## config.mk

```make
export PLATFORM = sky130hd
export DESIGN_NAME = hazard_unit
export DESIGN_NICKNAME = d
export VERILOG_FILES = /design/src/rtl/hazard_unit.sv
export SDC_FILE = /design/constraint.sdc
export NUM_CORES = 1
export LEC_CHECK = 0
export CAP_MARGIN = 30
export CORE_MARGIN = 4
export CORE_UTILIZATION = 44
export CTS_BUF_LIST = sky130_fd_sc_hd__clkbuf_16
export DETAILED_ROUTE_END_ITERATION = 7
export PLACE_DENSITY = 0.86
export SLEW_MARGIN = 20
export SYNTH_ARGS = -nofsm -noshare
export SYNTH_HDL_FRONTEND = slang
export SYNTH_SLANG_ARGS = --single-unit
export TNS_END_PERCENT = 1
```

## constraint.sdc

```tcl
create_clock -name clk -period 3.7 [get_ports clk]
set_clock_uncertainty 0.1 [all_clocks]
set_input_delay 0.925 -clock clk [delete_from_list [all_inputs] [get_ports clk]]
set_output_delay 0.925 -clock clk [all_outputs]
set_load 0.01 [all_outputs]
```

## src/rtl/hazard_unit.sv

```systemverilog
// ---------------------------------------------------------------------------
// hazard_unit
//
// Pipeline hazard controller for the five-stage core. It produces:
//   * Execute-stage operand forwarding selects (ForwardAE / ForwardBE),
//   * per-register stall (enable) and synchronous-clear (flush) controls,
//   * a stall performance counter.
//
// Hazards handled:
//   * load-use: a load in Execute whose destination is read in Decode,
//   * control:  a taken branch/jump resolved in Execute,
//   * memory:   every load is held in Memory for MEM_WAIT_CYCLES extra
//               cycles while the data memory completes.
//
// Each pipeline register in the datapath is wired as
//   en = ~Stall<stage>, rst = Flush<stage>.
//
// Ports
//   clk, rst                 clock (rising edge), synchronous active-high reset
//   Rs1D, Rs2D               source registers of the instruction in Decode
//   Rs1E, Rs2E, RdE          source / destination registers in Execute
//   RdM, RdW                 destination registers in Memory / Writeback
//   ResultSrcE, ResultSrcM   result select in Execute / Memory (2'b01 = load)
//   RegWriteM, RegWriteW     register write enables in Memory / Writeback
//   PCSrcE                   taken branch or jump in Execute
//   ForwardAE, ForwardBE     00 = register file, 01 = Writeback, 10 = Memory
//   StallF..StallM           hold PC / D / E / M registers
//   FlushD, FlushE, FlushW   clear D / E / W registers
//   StallCount               cycles with StallF asserted, saturating
// ---------------------------------------------------------------------------
module hazard_unit #(
  parameter int REG_ADDR_WIDTH  = 5,
  parameter int MEM_WAIT_CYCLES = 2,
  parameter int CNT_WIDTH       = 32
) (
  input  logic                      clk,
  input  logic                      rst,
  input  logic [REG_ADDR_WIDTH-1:0] Rs1D,
  input  logic [REG_ADDR_WIDTH-1:0] Rs2D,
  input  logic [REG_ADDR_WIDTH-1:0] Rs1E,
  input  logic [REG_ADDR_WIDTH-1:0] Rs2E,
  input  logic [REG_ADDR_WIDTH-1:0] RdE,
  input  logic [REG_ADDR_WIDTH-1:0] RdM,
  input  logic [REG_ADDR_WIDTH-1:0] RdW,
  input  logic [1:0]                ResultSrcE,
  input  logic [1:0]                ResultSrcM,
  input  logic                      RegWriteM,
  input  logic                      RegWriteW,
  input  logic                      PCSrcE,
  output logic [1:0]                ForwardAE,
  output logic [1:0]                ForwardBE,
  output logic                      StallF,
  output logic                      StallD,
  output logic                      StallE,
  output logic                      StallM,
  output logic                      FlushD,
  output logic                      FlushE,
  output logic                      FlushW,
  output logic [CNT_WIDTH-1:0]      StallCount
);

  // Result-select encoding that marks a load.
  localparam logic [1:0] RES_LOAD = 2'b01;

  // Forwarding select encodings.
  localparam logic [1:0] FWD_RF  = 2'b00;
  localparam logic [1:0] FWD_WB  = 2'b01;
  localparam logic [1:0] FWD_MEM = 2'b10;

  // Memory-wait state machine encodings.
  localparam logic [0:0] S_IDLE = 1'b0;
  localparam logic [0:0] S_WAIT = 1'b1;

  // The wait counter only has to hold MEM_WAIT_CYCLES-1; keep at least 1 bit
  // so the design still elaborates when the wait is disabled.
  localparam int CW = (MEM_WAIT_CYCLES > 1) ? $clog2(MEM_WAIT_CYCLES) : 1;
  localparam logic [CW-1:0] CNT_LOAD =
    (MEM_WAIT_CYCLES > 0) ? CW'(MEM_WAIT_CYCLES - 1) : '0;
  localparam bit MEM_WAIT_EN = (MEM_WAIT_CYCLES > 0);

  // -------------------------------------------------------------------------
  // Forwarding
  // -------------------------------------------------------------------------
  // Memory has priority because it holds the younger result. A load in
  // Memory has no data yet (only an address), so it is never a source; the
  // load-use stall guarantees the consumer instead picks it up from
  // Writeback. Register x0 is hard-wired to zero and is never forwarded.
  function automatic logic [1:0] fwd_sel(
    input logic [REG_ADDR_WIDTH-1:0] rs,
    input logic [REG_ADDR_WIDTH-1:0] rd_m,
    input logic [REG_ADDR_WIDTH-1:0] rd_w,
    input logic                      reg_write_m,
    input logic                      reg_write_w,
    input logic [1:0]                result_src_m
  );
    logic [1:0] sel;
    sel = FWD_RF;
    if (reg_write_m && (rd_m != '0) && (rd_m == rs) && (result_src_m != RES_LOAD))
      sel = FWD_MEM;
    else if (reg_write_w && (rd_w != '0) && (rd_w == rs))
      sel = FWD_WB;
    return sel;
  endfunction

  logic [1:0] fwd_a;
  logic [1:0] fwd_b;

  assign fwd_a = fwd_sel(Rs1E, RdM, RdW, RegWriteM, RegWriteW, ResultSrcM);
  assign fwd_b = fwd_sel(Rs2E, RdM, RdW, RegWriteM, RegWriteW, ResultSrcM);

  // -------------------------------------------------------------------------
  // Load-use hazard: the instruction in Decode needs a value that the load
  // in Execute has not fetched yet, so Decode and Fetch hold for one cycle
  // and a bubble is inserted into Execute.
  // -------------------------------------------------------------------------
  logic lw_stall;

  assign lw_stall = (ResultSrcE == RES_LOAD) && (RdE != '0) &&
                    ((RdE == Rs1D) || (RdE == Rs2D));

  // -------------------------------------------------------------------------
  // Memory-wait state machine
  // -------------------------------------------------------------------------
  // IDLE sees a new load in Memory and stalls immediately; WAIT counts the
  // remaining stalled cycles down. The cycle in which WAIT sees cnt==0 is the
  // unstalled cycle in which the load leaves Memory, so a following load is
  // recognised afresh by IDLE on the next cycle.
  logic [0:0]    state;
  logic [0:0]    state_nxt;
  logic [CW-1:0] cnt;
  logic [CW-1:0] cnt_nxt;
  logic          mem_stall;

  always_comb begin
    // NOTE: every variable driven here gets a default first so no path can
    // leave it unassigned and infer a latch.
    state_nxt = state;
    cnt_nxt   = cnt;
    mem_stall = 1'b0;
    case (state)
      S_IDLE: begin
        if (MEM_WAIT_EN && (ResultSrcM == RES_LOAD)) begin
          mem_stall = 1'b1;
          state_nxt = S_WAIT;
          cnt_nxt   = CNT_LOAD;
        end
      end
      S_WAIT: begin
        if (cnt != '0) begin
          mem_stall = 1'b1;
          cnt_nxt   = cnt - CW'(1);
        end else begin
          state_nxt = S_IDLE;
        end
      end
      default: begin
        state_nxt = S_IDLE;
        cnt_nxt   = '0;
      end
    endcase
  end

  always_ff @(posedge clk) begin
    // NOTE: state registers use non-blocking assignments so every flop
    // samples the pre-edge values regardless of block ordering.
    if (rst) begin
      // A reset arriving mid-wait simply abandons the wait.
      state <= S_IDLE;
      cnt   <= '0;
    end else begin
      state <= state_nxt;
      cnt   <= cnt_nxt;
    end
  end

  // -------------------------------------------------------------------------
  // Stall / flush outputs
  // -------------------------------------------------------------------------
  // While Memory holds, everything upstream holds with it and a bubble goes
  // into Writeback. A taken branch stuck in Execute keeps PCSrcE high, so its
  // flushes are simply deferred to the first cycle the memory stall drops;
  // flushing earlier would destroy the held Decode/Execute contents.
  // A load-use stall together with a taken branch still stalls Fetch/Decode,
  // but the Decode instruction is wrong-path and is flushed anyway.
  always_comb begin
    ForwardAE = FWD_RF;
    ForwardBE = FWD_RF;
    StallF    = 1'b0;
    StallD    = 1'b0;
    StallE    = 1'b0;
    StallM    = 1'b0;
    FlushD    = 1'b1;
    FlushE    = 1'b1;
    FlushW    = 1'b1;
    if (!rst) begin
      ForwardAE = fwd_a;
      ForwardBE = fwd_b;
      StallF    = lw_stall | mem_stall;
      StallD    = lw_stall | mem_stall;
      StallE    = mem_stall;
      StallM    = mem_stall;
      FlushD    = PCSrcE & ~mem_stall;
      FlushE    = (lw_stall | PCSrcE) & ~mem_stall;
      FlushW    = mem_stall;
    end
  end

  // -------------------------------------------------------------------------
  // Stall performance counter (saturating)
  // -------------------------------------------------------------------------
  always_ff @(posedge clk) begin
    if (rst) begin
      StallCount <= '0;
    end else if (StallF && (StallCount != '1)) begin
      StallCount <= StallCount + CNT_WIDTH'(1);
    end
  end

endmodule

```

# [Yosys cells after proc, flatten, opt, wreduce, memory -nomap -nowiden]
# Cells that the tools add are included.
[totals] register_bits=34 latch_bits=0 mem_bits_rw=0 mem_bits_ro=0 in_bits=44 out_inout_bits=43 word_cells=54 memories=0
[classes] add_sub_neg=2 multipliers=0 n_div=0 order_cmp=0 n_eq_ne=11 n_shift=0 n_mux=17 bitwise=6 reduce_logical=15
[ops] operator="$add A32 B1 Y32 const B" count=1
[ops] operator="$ne A32 B32 Y1 const B" count=1
[ops] operator="$eq A5 B5 Y1" count=6
[ops] operator="$reduce_bool A5 Y1" count=3
[ops] operator="$logic_and A1 B1 Y1" count=11
[ops] operator="$mux W1" count=11
[ops] operator="$mux W2" count=4
[ops] operator="$eq A2 B1 Y1 const B" count=2
[ops] operator="$pmux W1 S2" count=2
[ops] operator="$and A1 B1 Y1" count=2
[ops] operator="$ne A2 B1 Y1 const B" count=1
[ops] operator="$ne A2 B2 Y1 const B" count=1
[ops] operator="$not A1 Y1" count=2
[ops] operator="$or A1 B1 Y1" count=2
[ops] operator="$logic_or A1 B1 Y1" count=1
[ops] operator="$sub A1 B1 Y1 const B" count=1

# [Depth between registers and ports, before layout]
# Gate-level depths: netlist (run 1).
[logic_depth] word_depth=6 ltp_mapped=10 ltp_nobuf=8

# [Least setup slack after synthesis (run 1)]
# No wires, ideal clock.
[synth_timing] kind="input-to-output" start="input RdE[1]" end="output StallF" t_arrival_ns=2.408 t_required_ns=2.675 slack_ns=0.267 cell_stages=7 path_buffers=3 cell_sequence="or4_1 > o21ai_1 > o21a_1 > buf_4 > buf_2 > nor2_1 > buf_4"
[synth_via] elab_chain_cells=5 elab_cells_between_ends=8
[synth_lines] item="start: declaration" line="42" text="input logic [REG_ADDR_WIDTH-1:0] RdE,"
[synth_lines] item="$eq A5 B5 Y1 or $reduce_bool A5 Y1 (tied branches)" line="119, 118"
[synth_lines] item="$logic_or A1 B1 Y1 or $logic_and A1 B1 Y1 (tied branches)" line="119, 118"
[synth_lines] item="$logic_and A1 B1 Y1 (*)" line="118" text="assign lw_stall = (ResultSrcE == RES_LOAD) && (RdE != '0) &&"
[synth_lines] item="$or A1 B1 Y1 (*)"
[synth_lines] item="$mux W1 (*)"
[synth_lines] item="end: declaration" line="52" text="output logic StallF,"
# Every way passes the cells marked *; elsewhere a longest branch is shown, timed or not.

# [Worst setup path after layout (run 1)]
[layout_timing] start="input RdE[1]" end="output StallD"
[layout_via] elab_chain_cells=5 elab_cells_between_ends=8
[layout_lines] item="$eq A5 B5 Y1 or $reduce_bool A5 Y1 (tied branches)" line="119, 118"
[layout_lines] item="$logic_or A1 B1 Y1 or $logic_and A1 B1 Y1 (tied branches)" line="119, 118"
[layout_lines] item="$logic_and A1 B1 Y1 (*)" line="118"
[layout_lines] item="$or A1 B1 Y1 (*)" line="199" text="StallD = lw_stall | mem_stall;"
[layout_lines] item="$mux W1 (*)" line="195" text="if (!rst) begin"
[layout_lines] item="end: declaration" line="53" text="output logic StallD,"
# Marks and branches as above.

==> results of run 1 <==
[cell families (layout without fill, tap and decap cells)]
family                     after synthesis  count (layout)  synth area share
DFF                                     34              34             0.311
adders and majority gates                1               1           0.00571
and+or+nand+nor                        142             142             0.360
muxes                                    4               4            0.0223
buffers and inverters                   15             129            0.0354
xor gates and xnor gates                52              52             0.208
AOI/OAI and AO/OA                       20              20            0.0588
[stage by stage]
stage           util  power, W
2_1_floorplan      -  0.000445
3_3_place_gp   0.688  0.000546
3_5_place_dp   0.688  0.000551
4_1_cts        0.718  0.000939
5_1_grt        0.728  0.000976
6_report       0.728  0.000943
[cells in the mapped netlist (4+ instances only)]
library cell | number | area, um^2
a21oi_1 | 5 | 25.0
and4_1 | 4 | 35.0
clkbuf_1 | 5 | 18.8
dfxtp_1 | 34 | 681
inv_1 | 4 | 15.0
nand2_1 | 17 | 63.8
nand3_1 | 14 | 70.1
nand4_1 | 12 | 75.1
nor2_1 | 37 | 139
nor2b_1 | 6 | 37.5
nor3_1 | 15 | 75.1
nor4_1 | 10 | 62.6
o21ai_0 | 5 | 25.0
or3_1 | 4 | 25.0
or4_1 | 5 | 37.5
xnor2_1 | 29 | 254
xor2_1 | 23 | 201
[flip-flops by register name (all words and copies together), names as in the netlist]
signal / flops
state: 1
StallCount: 32
cnt: 1
[per-layer routing]
metal	share of wire	wire length, um	global-route usage
met1	0.38	2570	0.229
met5	0	0	0
met4	0.040	264	0.0927
met3	0.072	480	0.0585
met2	0.50	3370	0.401
[final cells by class]
cell class | count | share of cell area
inverters | 4 | 0.00431
flip-flops and latches | 34 | 0.195
clock buffers | 5 | 0.0359
repair buffers | 117 | 0.314
multi-input cells | 219 | 0.422
clock inverters | 3 | 0.00467
well taps | 67 | 0.0241
[critical path, stage by stage]
cell,delay [ns]
clkdlybuf4s50_1,0.43
or4_1,0.55
o21ai_2,0.17
o21a_1,0.20
nor2_2,0.06
dlygate4sd2_1,0.30
[what timing repair did]
item / in CTS / in global routing
resized for setup: 23 / 13
pin swaps: 3 / 4
setup endpoints to repair: 10 / 6
setup buffers: 0 / 2
[power by group through the flow]
stage | logic (W) | clock network (W) | registers [W]
after global placement | 0.000165 | 0 | 0.000381
after detailed placement | 0.000170 | 0 | 0.000381
after CTS | 0.000170 | 0.000396 | 0.000373
after floorplan | 0.0000640 | 0 | 0.000381
after global routing | 0.000187 | 0.000415 | 0.000374
final | 0.000174 | 0.000396 | 0.000373
[how the worst min path moves through the flow]
stage	start	to	slack [ns]	cells after the start
global placement	state	cnt	0.33	1
finish	state	cnt	0.39	1
global route	state	cnt	0.40	1
detailed placement	state	cnt	0.35	1
floorplan	state	cnt	0.32	1
CTS	state	cnt	0.38	1
==> flow_summary.yaml, run 1 <==
grt:
  antenna_found_initial: 0
  grt_pass1_vias: 2452
  grt_remaining_overflow: 0
  grt_max_degree: 46
  grt_pass1_wl_um: 10800
  grt_usage: 0.217
sta:
  hold_slack_ns: 0.389
  worstMarginPinSlew_ns: 0.450
  setup_violations: 0
  finalHoldViolations: 0
  layout_min_cycle_time_ns: 3.67
  max_slew_margin: 0.700
  fmax_ghz: 0.273
  setup_ws_ns: 0.0311
  rsz0062_at_grt: "yes"
  fin_setup_tns_ns: 0
  drv_slew: 0
  finalCritPeriodShare: 0.992
power:
  ir_drop_mv: 0.183
  powerDensity_nw_per_um2: 271
  clkPwrFrac: 0.420
  swShare: 0.243
  p_sw_w: 0.000230
  comb_power_share: 0.184
  p_int_w: 0.000714
  leakagePower_nw: 1.32
  seq_power_share: 0.396
clocking:
  clock_latency_ns: 0.28
  cts_max_level: 2
  ctsRootBufferMaster: "clkbuf_16"
  clkTransAtPathRegs_ns: 0.05
  cts_buffer_depth: 2
  numCtsBuffers: 5
  hold_buffers: 0
  cts.sinks: 34
  cts_tree: "done"
synthesis:
  yosys_warnings: 0
  synth-edff-count: 0
  ys_types: 44
  syn_area_um2: 2190
  ys_seq_elements: 34
  synth-main-ff-cell: "dfxtp_1"
  synth_nets: 313
  async_reset_ff_frac: 0
  seq_area_frac_synth: 0.311
  syn_area_per_cell_um2: 8.18
  synthCells: 268
routing:
  routedWlPerCell_um: 14.9
  first_iter_violations: 269
  drc: 0
  vias_per_cell: 5.44
  dr_total_vias: 2442
  dr.pass1.iters: 4
  postRouteAntennaNets: 0
  drt_wl_total_um: 6680
critical_path:
  r2r-end: "StallCount[21]"
  r2r_cells: 8
  r2r_start: "StallCount[0]"
  reg2reg_slack_ns: 1.10
  startpoint: "RdE[1]"
  end_kind: "output port"
  critPathArrivalTime_ns: 2.64
  worstSetupPathType: "in -> out"
  endpoint: "StallD"
  critical_path_required_ns: 2.67
  worstPathMaxFanout: 3
  critPathLaunchType: "input pin"
floorplanning:
  die_height_um: 78.6
  start_util: 0.458
  rows: 25
  coreArea_um2: 4790
  chipWidth_um: 78.6
  die-area_um2: 6180
  io_pins: 87
placement:
  place_area_um2: 3290
  preCtsSetupSlack_ns: -0.501
  hpwl_um: 5100
  dpl.cell_count: 439
  place_congestion: 0.877
  io_buffers: 86
finish:
  diodes: 0
  multiInputGateArea_um2: 1470
  regArea_um2: 681
  final_cell_mix: "69 x clkdlybuf4s50_1, 36 x nor2_1, 34 x dfxtp_1"
  fillers: 359
  syn2layout_area_growth_pct: 59.0
  drive_gt1_frac: 0.162
  fin_cells: 449
  stdcell_area_um2: 3480
  layout.nets: 426
  final_common_cell: "clkdlybuf4s50_1"
flow_run:
  cap_violations: 0
outcome:
  outcome: "complete, no violations"
hold_path:
  hp-class: "reg -> reg"
Note: power is estimated with default switching activity, not from simulation.
==> run 2: changes to the inputs <==
Settings changed: REMOVE_ABC_BUFFERS set to 1.
==> run 2 against run 1 <==
Against the previous run:
- combinational power increased by 6%
- register-to-register slack worse by 0.21 ns
- flip-flop and latch count did not move
- core utilization up 0.65 points
- hold slack worse by 0.010 ns
- worst setup slack improved by 0.037 ns
- count of clock-buffer cells in the layout is the same
- largest cell class unchanged
- largest power group unchanged
==> flow_summary.yaml, run 2 (synthesis results as in run 1) <==
clocking:
  cts.sinks: 34
  cts_max_level: 2
  cts_tree: "done"
  numCtsBuffers: 5
  ctsRootBufferMaster: "clkbuf_16"
  clkTransAtPathRegs_ns: 0.05
  clock_latency_ns: 0.28
  cts_buffer_depth: 2
finish:
  final_common_cell: "clkdlybuf4s50_1"
  reg.largest.list: "StallCount (32), cnt (1), state (1)"
  syn2layout_area_growth_pct: 60.4
  fin_util: 0.735
  fillers: 350
  drive_gt1_frac: 0.178
  final_cell_mix: "71 x clkdlybuf4s50_1, 37 x nor2_1, 34 x dfxtp_1"
  stdcell_area_um2: 3520
  top_register: "StallCount"
  largest_register_ff_count: 32
  layout.nets: 427
  diodes: 0
grt:
  antenna_found_initial: 0
  grt_remaining_overflow: 0
  grt_pass1_wl_um: 10800
  grt_max_degree: 27
  grt_pass1_vias: 2401
  grt_usage: 0.220
routing:
  drt_wl_total_um: 6950
  dr.pass1.iters: 4
  routedWlPerCell_um: 15.4
  drc: 0
  postRouteAntennaNets: 0
  vias_per_cell: 5.39
  dr_total_vias: 2424
  first_iter_violations: 177
floorplanning:
  chipWidth_um: 78.6
  die_height_um: 78.6
  start_util: 0.458
  io_pins: 87
  die-area_um2: 6180
  coreArea_um2: 4790
  rows: 25
placement:
  place_congestion: 0.875
  io_buffers: 86
  preCtsSetupSlack_ns: -0.664
  place_area_um2: 3270
  hpwl_um: 5070
critical_path:
  reg2reg_slack_ns: 0.89
  end_kind: "output port"
  worstPathMaxFanout: 5
  worstSetupPathType: "in -> out"
  critical_path_required_ns: 2.67
  critPathArrivalTime_ns: 2.61
  critPathLaunchType: "input pin"
power:
  comb_power_share: 0.194
  leakagePower_nw: 1.30
  powerDensity_nw_per_um2: 270
  p_int_w: 0.000715
  p_sw_w: 0.000236
  seq_power_share: 0.393
  ir_drop_mv: 0.198
  swShare: 0.248
  clkPwrFrac: 0.413
sta:
  setup_violations: 0
  drv_slew: 0
  setup_ws_ns: 0.0676
  finalHoldViolations: 0
  worstMarginPinSlew_ns: 0.701
  layout_min_cycle_time_ns: 3.63
  fin_setup_tns_ns: 0
  fmax_ghz: 0.275
  finalCritPeriodShare: 0.982
  max_slew_margin: 0.533
flow_run:
  cap_violations: 0
hold_path:
  hp-class: "reg -> reg"
outcome:
  outcome: "complete, no violations"
-- run 2: timing repair --
item | 4_1_cts | 5_1_grt
resized for setup | 24 | 25
hold buffers | 0 | 0
endpoints found under the setup margin | 7 | 11
pin swaps | 3 | 6
buffers inserted | 3 | 3
-- run 2: per-stage QoR --
| step | instances | power (W) | hold WS, ns |
|---|---|---|---|
| 6_report | 450 | 0.000950 | 0.378 |
| 3_3_place_gp | 436 | 0.000543 | 0.330 |
| 2_1_floorplan | 257 | 0.000435 | 0.318 |
| 3_5_place_dp | 436 | 0.000548 | 0.352 |
| 4_1_cts | 447 | 0.000937 | 0.359 |
| 5_1_grt | 450 | 0.000983 | 0.393 |
-- run 2: final timing paths --
kind,start,to,cells past startpoint
worst min-delay path,state,cnt,1
worst max-delay path,ResultSrcM[0],StallM,7
worst min register to register,state,cnt,1
worst max register to register,StallCount[0],StallCount[31],8
-- run 2: worst max-delay path: stages --
cell and delay [ns]:
clkdlybuf4s50_1 0.51, nand2b_4 0.08, nor2_1 0.11, a21oi_2 0.07, buf_4 0.15, nor2_1 0.17, clkdlybuf4s50_1 0.59
-- run 2: final cells by class --
class	instances	area, um^2	share of cell area
tap	67	83.8	0.0238
timing repair buffer	118	1080	0.309
clock buffer	5	125	0.0356
inverter	4	15.0	0.00427
sequential	34	681	0.194
multi-input combinational	219	1520	0.431
clock inverter	3	11.3	0.00320
-- run 2: power by group through the flow --
stage	registers [W]	clock network (W)	logic [W]
finish	0.000373	0.000393	0.000184
global route	0.000373	0.000413	0.000197
CTS	0.000373	0.000394	0.000170
detailed placement	0.000381	0	0.000168
global placement	0.000380	0	0.000163
floorplan	0.000381	0	0.0000544
-- run 2: layer usage --
layer  global-route usage  wire (um)  up-vias
li1                     -          -     1177
met1                0.232       2690     1143
met2                0.405       3690       82
met3               0.0482        356       22
met4                0.117        216        0
met5                    0          0        -
==> run 3: changes to the inputs <==
Settings changed: CAP_MARGIN 30 to 20.
==> results of run 3 <==
Final layout, timing and power as in run 2 (identical DEF).
